## src/rtl/kb_event_queue_if.sv

```systemverilog
// Keyboard event queue bus.
// Groups the key inputs from kb_driver, the CPU pop/clear strobes and the MMIO status/data word.
//   ascii     : current key code, 0 when no key is held
//   key_flags : {is_error, is_special, is_capital, is_ctrl, is_shift}
//   pop       : one-cycle strobe, removes the head entry
//   clr_ovf   : one-cycle strobe, clears the sticky overflow flag
//   q_data    : show-ahead status/data word
// master drives the inputs and reads q_data; slave is the queue itself.
interface kb_event_queue_if;
  logic [7:0]  ascii;
  logic [4:0]  key_flags;
  logic        pop;
  logic        clr_ovf;
  logic [31:0] q_data;

  modport master (
    output ascii,
    output key_flags,
    output pop,
    output clr_ovf,
    input  q_data
  );

  modport slave (
    input  ascii,
    input  key_flags,
    input  pop,
    input  clr_ovf,
    output q_data
  );
endinterface

```

## src/rtl/kb_event_queue.sv

```systemverilog
// Keyboard event queue with typematic auto-repeat.
// A three-state FSM (idle, initial delay, repeat) turns the held key code into push events:
// one entry per new press, then repeat entries after REPEAT_DELAY cycles and every
// REPEAT_RATE cycles afterwards. Entries go into a DEPTH-deep FIFO read through q_data.
// Ports:
//   clk    : system clock, rising edge
//   rst_n  : asynchronous active-low reset
//   kb_io  : queue bus (ascii, key_flags, pop, clr_ovf in; q_data out)
// q_data layout:
//   [7:0] head ascii, [11:8] head {special, capital, ctrl, shift}, [12] head-is-repeat,
//   [20:16] occupancy, [24] overflow, [31] non-empty, all other bits 0.
module kb_event_queue #(
  parameter int unsigned DEPTH        = 16,
  parameter int unsigned REPEAT_DELAY = 25000000,
  parameter int unsigned REPEAT_RATE  = 5000000
) (
  input logic             clk,
  input logic             rst_n,
  kb_event_queue_if.slave kb_io
);

  localparam int unsigned AW = (DEPTH > 1) ? $clog2(DEPTH) : 1;
  localparam int unsigned CW = $clog2(DEPTH + 1);
  localparam logic [31:0]   DelayLast = 32'(REPEAT_DELAY - 1);
  localparam logic [31:0]   RateLast  = 32'(REPEAT_RATE - 1);
  localparam logic [CW-1:0] CntFull   = CW'(DEPTH);

  typedef enum logic [1:0] {
    StIdle,
    StDelay,
    StRepeat
  } state_e;

  state_e      state_q, state_d;
  logic [31:0] timer_q, timer_d;
  logic [7:0]  code_q, code_d;

  logic        key_err, key_on, key_new;
  logic        push, push_rpt;
  logic [12:0] push_entry;

  assign key_err = kb_io.key_flags[4];
  assign key_on  = (kb_io.ascii != 8'h00);
  assign key_new = key_on && (kb_io.ascii != code_q);

  // ---------------------------------------------------------------------------
  // Typematic FSM
  // ---------------------------------------------------------------------------
  always_comb begin
    state_d  = state_q;
    timer_d  = timer_q;
    code_d   = code_q;
    push     = 1'b0;
    push_rpt = 1'b0;
    unique case (state_q)
      StIdle: begin
        if (key_on && !key_err) begin
          push    = 1'b1;
          timer_d = '0;
          code_d  = kb_io.ascii;
          state_d = StDelay;
        end
      end
      StDelay: begin
        if (key_err || !key_on) begin
          timer_d = '0;
          state_d = StIdle;
        end else if (key_new) begin
          // Rolling onto a different key restarts the initial delay.
          push    = 1'b1;
          timer_d = '0;
          code_d  = kb_io.ascii;
        end else if (timer_q == DelayLast) begin
          push     = 1'b1;
          push_rpt = 1'b1;
          timer_d  = '0;
          state_d  = StRepeat;
        end else begin
          timer_d = timer_q + 32'd1;
        end
      end
      StRepeat: begin
        if (key_err || !key_on) begin
          timer_d = '0;
          state_d = StIdle;
        end else if (key_new) begin
          push    = 1'b1;
          timer_d = '0;
          code_d  = kb_io.ascii;
          state_d = StDelay;
        end else if (timer_q == RateLast) begin
          push     = 1'b1;
          push_rpt = 1'b1;
          timer_d  = '0;
        end else begin
          timer_d = timer_q + 32'd1;
        end
      end
      default: begin
        timer_d = '0;
        state_d = StIdle;
      end
    endcase
  end

  // Repeat entries reuse the latched code but take the flags of the push cycle.
  assign push_entry = {push_rpt, kb_io.key_flags[3:0], push_rpt ? code_q : kb_io.ascii};

  always_ff @(posedge clk or negedge rst_n) begin
    if (!rst_n) begin
      state_q <= StIdle;
      timer_q <= '0;
      code_q  <= '0;
    end else begin
      state_q <= state_d;
      timer_q <= timer_d;
      code_q  <= code_d;
    end
  end

  // ---------------------------------------------------------------------------
  // FIFO
  // ---------------------------------------------------------------------------
  logic [12:0]   mem_q [DEPTH];
  logic [AW-1:0] wr_ptr_q, wr_ptr_d;
  logic [AW-1:0] rd_ptr_q, rd_ptr_d;
  logic [CW-1:0] count_q, count_d;
  logic          ovf_q, ovf_d;

  logic full, empty, do_push, do_pop, drop;

  assign full    = (count_q == CntFull);
  assign empty   = (count_q == '0);
  assign do_pop  = kb_io.pop && !empty;
  // A pop in the same cycle frees the slot, so a push into a full queue still lands.
  assign do_push = push && (!full || do_pop);
  assign drop    = push && full && !do_pop;

  always_comb begin
    wr_ptr_d = do_push ? wr_ptr_q + AW'(1) : wr_ptr_q;
    rd_ptr_d = do_pop ? rd_ptr_q + AW'(1) : rd_ptr_q;
    count_d  = count_q;
    unique case ({do_push, do_pop})
      2'b10:   count_d = count_q + CW'(1);
      2'b01:   count_d = count_q - CW'(1);
      default: count_d = count_q;
    endcase
    // A dropped push wins over a coincident clear.
    if (drop) begin
      ovf_d = 1'b1;
    end else if (kb_io.clr_ovf) begin
      ovf_d = 1'b0;
    end else begin
      ovf_d = ovf_q;
    end
  end

  always_ff @(posedge clk or negedge rst_n) begin
    if (!rst_n) begin
      wr_ptr_q <= '0;
      rd_ptr_q <= '0;
      count_q  <= '0;
      ovf_q    <= 1'b0;
    end else begin
      wr_ptr_q <= wr_ptr_d;
      rd_ptr_q <= rd_ptr_d;
      count_q  <= count_d;
      ovf_q    <= ovf_d;
    end
  end

  // Storage is never observed while empty, so it carries no reset.
  always_ff @(posedge clk) begin
    if (do_push) begin
      mem_q[wr_ptr_q] <= push_entry;
    end
  end

  // ---------------------------------------------------------------------------
  // Status/data word
  // ---------------------------------------------------------------------------
  logic [12:0] head;
  logic [4:0]  occ;

  assign head = empty ? 13'h0000 : mem_q[rd_ptr_q];
  // Occupancy field is 5 bits wide; at DEPTH=32 a full queue reads 0 here and bit 31 tells it apart.
  assign occ  = 5'(count_q);

  assign kb_io.q_data = {~empty, 6'b0, ovf_q, 3'b0, occ, 3'b0, head};

endmodule

```

## src/flat_wrapper.sv

```systemverilog
// flat-port wrapper written by rule: the top's interface ports become plain ports
module kb_event_queue_flat 
#(
  parameter int unsigned DEPTH        = 16,
  parameter int unsigned REPEAT_DELAY = 25000000,
  parameter int unsigned REPEAT_RATE  = 5000000
)
  (clk, rst_n, kb_io_ascii, kb_io_key_flags, kb_io_pop, kb_io_clr_ovf, kb_io_q_data);
  kb_event_queue_if kb_io_i ();
  input logic clk;
  input logic rst_n;
  input wire logic [$bits(kb_io_i.ascii)-1:0] kb_io_ascii;
  input wire logic [$bits(kb_io_i.key_flags)-1:0] kb_io_key_flags;
  input wire logic [$bits(kb_io_i.pop)-1:0] kb_io_pop;
  input wire logic [$bits(kb_io_i.clr_ovf)-1:0] kb_io_clr_ovf;
  output wire logic [$bits(kb_io_i.q_data)-1:0] kb_io_q_data;
  assign kb_io_i.ascii = kb_io_ascii;
  assign kb_io_i.key_flags = kb_io_key_flags;
  assign kb_io_i.pop = kb_io_pop;
  assign kb_io_i.clr_ovf = kb_io_clr_ovf;
  assign kb_io_q_data = kb_io_i.q_data;
  kb_event_queue #(.DEPTH(DEPTH), .REPEAT_DELAY(REPEAT_DELAY), .REPEAT_RATE(REPEAT_RATE)) u_core (.clk(clk), .rst_n(rst_n), .kb_io(kb_io_i));
endmodule
```

## config.mk

```make
export PLATFORM = sky130hd
export DESIGN_NAME = kb_event_queue_flat
export DESIGN_NICKNAME = d
export VERILOG_FILES = /design/src/rtl/kb_event_queue_if.sv /design/src/rtl/kb_event_queue.sv /design/src/flat_wrapper.sv
export SDC_FILE = /design/constraint.sdc
export NUM_CORES = 1
export LEC_CHECK = 0
export BUFFER_PORTS_ARGS = -buffer_cell sky130_fd_sc_hd__buf_2
export CORE_ASPECT_RATIO = 1.5
export CORE_MARGIN = 10
export CORE_UTILIZATION = 51
export DETAILED_ROUTE_END_ITERATION = 10
export GPL_ROUTABILITY_DRIVEN = 0
export PLACE_DENSITY = 0.74
export SETUP_SLACK_MARGIN = 0.15
export SYNTH_ARGS = -nofsm -noshare
export SYNTH_HDL_FRONTEND = slang
export SYNTH_SLANG_ARGS = --single-unit
```

## constraint.sdc

```tcl
create_clock -name clk -period 4.6 [get_ports clk]
set_clock_uncertainty 0.05 [all_clocks]
set_input_delay 0.23 -clock clk [delete_from_list [all_inputs] [get_ports clk]]
set_output_delay 0.23 -clock clk [all_outputs]
set_load 0.05 [all_outputs]
```

==> Word-level counts from Yosys, hierarchy flattened <==
Memories as Yosys holds them, arrays and structs flattened.
Cells that the tools add are included.
{ "op_classes": {"n_bitwise": 1, "reduce_logical": 22, "muxes": 39, "n_eq_ne": 14, "n_addsub": 5} }
{ "ops": {"columns": ["operator", "n"], "rows": [
  ["$mux 32", 7],
  ["$pmux 32 s3", 1],
  ["$add 32x1->32 const B", 1],
  ["$eq 32x23->1 const B", 1],
  ["$eq 32x25->1 const B", 1],
  ["$mux 8", 4],
  ["$pmux 8 s2", 1],
  ["$mux 1", 15],
  ["$mux 13", 1],
  ["$mux 2", 6],
  ["$pmux 5 s2", 1],
  ["$add 4x1->4 const B", 2],
  ["$ne 8x8->1", 1],
  ["$reduce_and 4->1", 2],
  ["$reduce_bool 8->1", 1],
  ["$logic_and 1x1->1", 6],
  ["$ne 3x1->1 const B", 2],
  ["$pmux 2 s3", 1],
  ["$reduce_bool 2->1", 3],
  ["$add 5x1->5 const B", 1],
  ["$eq 5x5->1 const B", 1],
  ["$logic_not 1->1", 5],
  ["$logic_not 5->1", 1],
  ["$sub 5x1->5 const B", 1],
  ["other kinds (11)", 15]
]} }
{ "word_totals": {"in_bits": 17, "out_inout_bits": 32, "regBits": 56, "mem_bits_rw": 208, "memories": 1} }
{ "mem_list": {"columns": ["name", "depth", "word_bits", "rd", "rd_clocked_by_memory_dff", "wr", "line_no", "text"], "rows": [
  ["u_core.mem_q", 16, 13, 1, 0, 1, "kb_event_queue.sv:124", "logic [12:0] mem_q [DEPTH];"]
]} }

==> Depth between registers and ports, before layout <==
{ "logic_depth": {"ltp_word": 8, "ltp_mapped": 14} }

==> Worst setup path before layout <==
OpenSTA, ideal clock, no wires.
{ "synth_path": {"path_type": "register -> register", "start": "reg u_core.timer_q[0]", "end": "reg u_core.count_q[4]", "synth_period_minus_slack_ps": 3373, "t_arrival_ps": 3233, "stages_incl_launch_ff": 15, "setup_slack_ps": 1227, "setup_ps": 90, "path_cell_list": "dfrtp_1 > ha_1 > and3_1 > nand3_1 > nor4_2 > o21ai_1 > a311oi_2 > buf_4 > nor2_1 > fa_1 > a21o_1 > a21o_1 > nor2b_1 > a22o_1 > o22ai_1"} }
{ "synth_via": {"elab_chain_len": 8, "elab_cells_between_ends": 14} }
{ "synth_lines": {"columns": ["item", "line_no", "text"], "rows": [
  ["start: declaration", "kb_event_queue.sv:35", "logic [31:0] timer_q, timer_d;"],
  ["start signal: assignment", "kb_event_queue.sv:116", "timer_q <= timer_d;"],
  ["$eq 32x23->1 or $eq 32x25->1 (tied branches)", "kb_event_queue.sv:91, kb_event_queue.sv:73", null],
  ["$mux 1 (on tied branches)", "kb_event_queue.sv:91, kb_event_queue.sv:73", null],
  ["$mux 1 (on tied branches)", "kb_event_queue.sv:86, kb_event_queue.sv:68", null],
  ["$mux 1 (on tied branches)", "kb_event_queue.sv:83, kb_event_queue.sv:65", null],
  ["$pmux 1 s3 *", "kb_event_queue.sv:55", "unique case (state_q)"],
  ["$logic_and 1x1->1 *", "kb_event_queue.sv:136", "assign do_push = push && (!full || do_pop);"],
  ["$eq 2x1->1 or $eq 2x2->1 (tied branches)", "kb_event_queue.sv:143", "unique case ({do_push, do_pop})"],
  ["$pmux 5 s2 or $reduce_bool 2->1 (tied branches)", null, null],
  ["end signal: assignment", "kb_event_queue.sv:167", "count_q <= count_d;"],
  ["end: declaration", "kb_event_queue.sv:127", "logic [CW-1:0] count_q, count_d;"]
]} }
Mark *: on every way between the ends. The rest lies on a longest branch, timed or not.
A chain may end at the register's enable or synchronous reset.

==> Worst setup path after layout <==
{ "layout_path": {"start": "reg u_core.timer_q[0]", "end": "mem u_core.mem_q[1][11] (enable)"} }
{ "layout_via": {"elab_chain_len": 8, "elab_cells_between_ends": 12} }
{ "layout_lines": {"columns": ["item", "line_no", "text"], "rows": [
  ["$eq 32x23->1 or $eq 32x25->1 (tied branches)", "kb_event_queue.sv:91, kb_event_queue.sv:73", null],
  ["$mux 1 (on tied branches)", "kb_event_queue.sv:91, kb_event_queue.sv:73", null],
  ["$mux 1 (on tied branches)", "kb_event_queue.sv:86, kb_event_queue.sv:68", null],
  ["$mux 1 (on tied branches)", "kb_event_queue.sv:83, kb_event_queue.sv:65", null],
  ["$pmux 1 s3 *", "kb_event_queue.sv:55", null],
  ["$logic_and 1x1->1 *", "kb_event_queue.sv:136", null],
  ["$mux 1 *", "kb_event_queue.sv:174", "if (do_push) begin"],
  ["$mux 1 (implied by the code) *", "kb_event_queue.sv:175", "mem_q[wr_ptr_q] <= push_entry;"],
  ["end: declaration", "kb_event_queue.sv:124", null]
]} }
Marked as above.

==> flow_summary_export.csv <==
group,metric,value,unit
setup_path,cp.required,4.69,ns
clock_network,path_clk_slew,0.06,ns
synthesis,synth-main-ff-cell,"edfxtp_1",
global_route,grt_antenna_before_repair,3,
synthesis,synth.yosys.warnings,0,
floorplanning,core.rowCount,67,
layout,final_area,0.0128,mm^2
floorplanning,die_area,0.0290,mm^2
timing,worst_pin_slew,1.09,ns
setup_path,cp_max_fo,13,
pwr,clkPwrFrac,0.258,
pwr,internal_power,5150,uW
routing,first_pass_iters,5,
timing,final-max-slew-violation-count,0,
synthesis,yosysUniqueCellTypes,58,
timing,rsz0062_at_grt,"no",
clock_network,post_cts_buffers,0,
synthesis,synth_cells,701,
layout,area_delta_synth_final,11.5,%
flow_run,max-cap-violations,0,
timing,hold_viol_final,0,
placed_design,hpwl,16300,um
clock_network,htree_levels,1,
setup_path,end_kind,"register",
clock_network,cts_buffers,24,
global_route,grt_pass1_vias,6768,
setup_path,critPathKind,"reg2reg",
timing,slew_headroom,0.270,
synthesis,synth_area_leaders,"edfxtp_1 (54%), mux4_2 (13%), dfrtp_1 (12%)",
pwr,switching_share,0.340,
clock_network,cts_tree,"yes",
worst_hold_path,hold_path_class,"in2reg",
pwr,comb_power_share,0.331,
global_route,grt_use_total,0.170,
synthesis,syn_area,0.0115,mm^2
pwr,p_leak,0.00446,uW
synthesis,ys_ff_latch,264,
global_route,overflow,0,
synthesis,async_reset_ff_frac,0.212,
layout,nets,782,
layout,drive_gt1_frac,0.237,
timing,max_freq,0.261,GHz
routing,drt_iter0_markers,416,
routing,wl_per_cell,23.4,um
synthesis,ys_seq_area_frac,0.667,
floorplanning,ioPinCount,49,
timing,fin_tns_setup,0,ns
clock_network,clock_latency,0.52,ns
pwr,powerDensity,611,mW/mm^2
pwr,power.switching,2660,uW
layout,fin_util,0.575,
global_route,grt_max_degree,57,
placed_design,io_buffers,36,
floorplanning,die_y,204,um
placed_design,dpl_cell_area,0.0120,mm^2
routing,viasPerCell,6.04,
floorplanning,core,0.0222,mm^2
routing,ant_nets,0,
setup_path,start_kind,"register",
synthesis,yosysTopAreaCell,"edfxtp_1",
clock_network,clk_path_buf_depth,3,
synthesis,synth_edf_count,208,
clock_network,clock-root-buffer,"clkbuf_16",
floorplanning,initial_utilization,0.516,
routing,wirelength,24500,um
global_route,grt_pass1_wl,38800,um
run_status,status,"completed",
clock_network,cts_num_sinks,264,
synthesis,synth_top_area_share,0.545,
routing,vias,6313,
setup_path,arrival,3.93,ns
pwr,vdd_drop_max,0.000332,V
timing,setup_violations,0,
timing,fin_crit_sh,0.833,
floorplanning,die_w,142,um
synthesis,avgSynthCellArea,16.4,um^2
routing,drc,0,
timing,period_minus_slack,3.83,ns
pwr,power_frac_seq,0.411,
flip-flops by register name, indices dropped and copies added (netlist names):
signal           count
u_core.code_q        8
u_core.count_q       5
u_core.mem_q       208
u_core.ovf_q         1
u_core.rd_ptr_q      4
u_core.state_q       2
u_core.timer_q      32
u_core.wr_ptr_q      4
cell type report:
type / instances / area [um^2]
inverters: 13 / 48.8
flip-flops and latches: 264 / 7650
repair buffers: 63 / 388
diodes: 1 / 2.50
fillers: 1632 / 9440
clock buffers: 34 / 679
well taps: 276 / 345
multi-input cells: 385 / 3540
clock inverters: 10 / 121
worst paths after layout:
kind | startpoint | to | slack [ns] | cells after the start
max | u_core.timer_q[0]$_DFFE_PN0P_ | u_core.mem_q[1][11]$_DFFE_PP_ | 0.77 | 10
min | kb_io_pop | u_core.rd_ptr_q[2]$_DFFE_PN0P_ | 0.04 | 3
max reg2reg | u_core.timer_q[0]$_DFFE_PN0P_ | u_core.mem_q[1][11]$_DFFE_PP_ | 0.77 | 10
min reg2reg | u_core.code_q[0]$_DFFE_PN0P_ | u_core.code_q[0]$_DFFE_PN0P_ | 0.48 | 1
max in group asynchronous | rst_n | u_core.rd_ptr_q[0]$_DFFE_PN0P_ | 3.65 | 3
min in group asynchronous | rst_n | u_core.rd_ptr_q[2]$_DFFE_PN0P_ | 0.33 | 3
logic make-up (layout without fill, tap and decap cells):
kind of cell    count (synthesis)  count (layout)  share of synthesized area
simple gates                  176             176                     0.0856
mux                            76              76                      0.138
flops                         264             264                      0.667
other cells                     1              13                   0.000327
xor+xnor                       27              27                     0.0206
fa+ha+maj                      14              14                     0.0159
compound gates                 80              80                     0.0446
buf+inv                        63             120                     0.0274
worst max-delay path: stages (launching register included):
cell and delay, ns:
dfrtp_1 0.39, ha_1 0.21, and3_1 0.19, nand3_1 0.25
nor4_2 0.49, o21ai_1 0.14, a311oi_2 0.26, buf_4 0.24
and2b_1 0.32, nor3b_2 0.30, and2_1 0.61
synthesized netlist by cell type, types with 13 or more instances:
cell type / count
and2_1: 26
buf_4: 16
clkbuf_1: 23
dfrtp_1: 56
edfxtp_1: 208
ha_1: 13
inv_1: 13
mux4_2: 65
nand2_1: 32
nand3_1: 24
nor2_1: 30
o21ai_0: 29
xnor2_1: 13
xor2_1: 14
timing repair:
| item | CTS | global route |
|---|---|---|
| gates resized for setup | 0 | 0 |
| hold buffers | 2 | 0 |
| hold endpoints to repair | 57 | 0 |
metal layers:
layer | GRT usage | wire length, um | vias up
li1 | - | - | 2820
met1 | 0.202 | 9170 | 3221
met2 | 0.304 | 13200 | 220
met3 | 0.0272 | 1360 | 48
met4 | 0.0587 | 681 | 4
met5 | 0 | 25 | -
power by group through the flow:
stage / logic [uW] / registers, uW / clock network [uW]
final: 2580 / 3220 / 2020
after global routing: 2760 / 3280 / 2160
after CTS: 2620 / 3230 / 2050
after detailed placement: 2610 / 3280 / 0
after global placement: 2540 / 3250 / 0
after floorplan: 2130 / 3060 / 0
through the flow:
step | std cells | setup WS, ns | total power (uW) | hold WS (ns)
2_1_floorplan | 712 | 1.23 | 5190 | -0.116
3_3_place_gp | 999 | 1.02 | 5790 | 0.343
3_5_place_dp | 999 | 0.822 | 5890 | 0.359
4_1_cts | 1045 | 0.810 | 7910 | 0.0285
5_1_grt | 1045 | 0.570 | 8190 | 0.0433
6_report | 1046 | 0.769 | 7810 | 0.0372
placed cells by master, fill, tap and decap left out, types with 4 or more instances in the layout:
| cell type | count |
|---|---|
| inv_1 | 13 |
| and3_1 | 12 |
| nor3_1 | 7 |
| a22oi_1 | 4 |
| nor4_1 | 8 |
| ha_1 | 13 |
| dfrtp_1 | 54 |
| or3_1 | 4 |
| conb_1 | 12 |
| a21oi_1 | 12 |
| mux4_2 | 65 |
| nand4_1 | 5 |
| and2_1 | 26 |
| nor2_1 | 30 |
| buf_4 | 25 |
| clkbuf_1 | 7 |
| nand3_1 | 24 |
| xnor2_1 | 13 |
| nor2b_1 | 4 |
| xor2_1 | 14 |
| mux2_2 | 9 |
| nand2_1 | 32 |
| edfxtp_1 | 208 |
| clkinv_2 | 4 |
| o31ai_1 | 12 |
| clkbuf_16 | 25 |
| o21ai_1 | 4 |
| buf_2 | 36 |
| o21ai_0 | 29 |
Note: power is estimated with default switching activity, not from simulation.
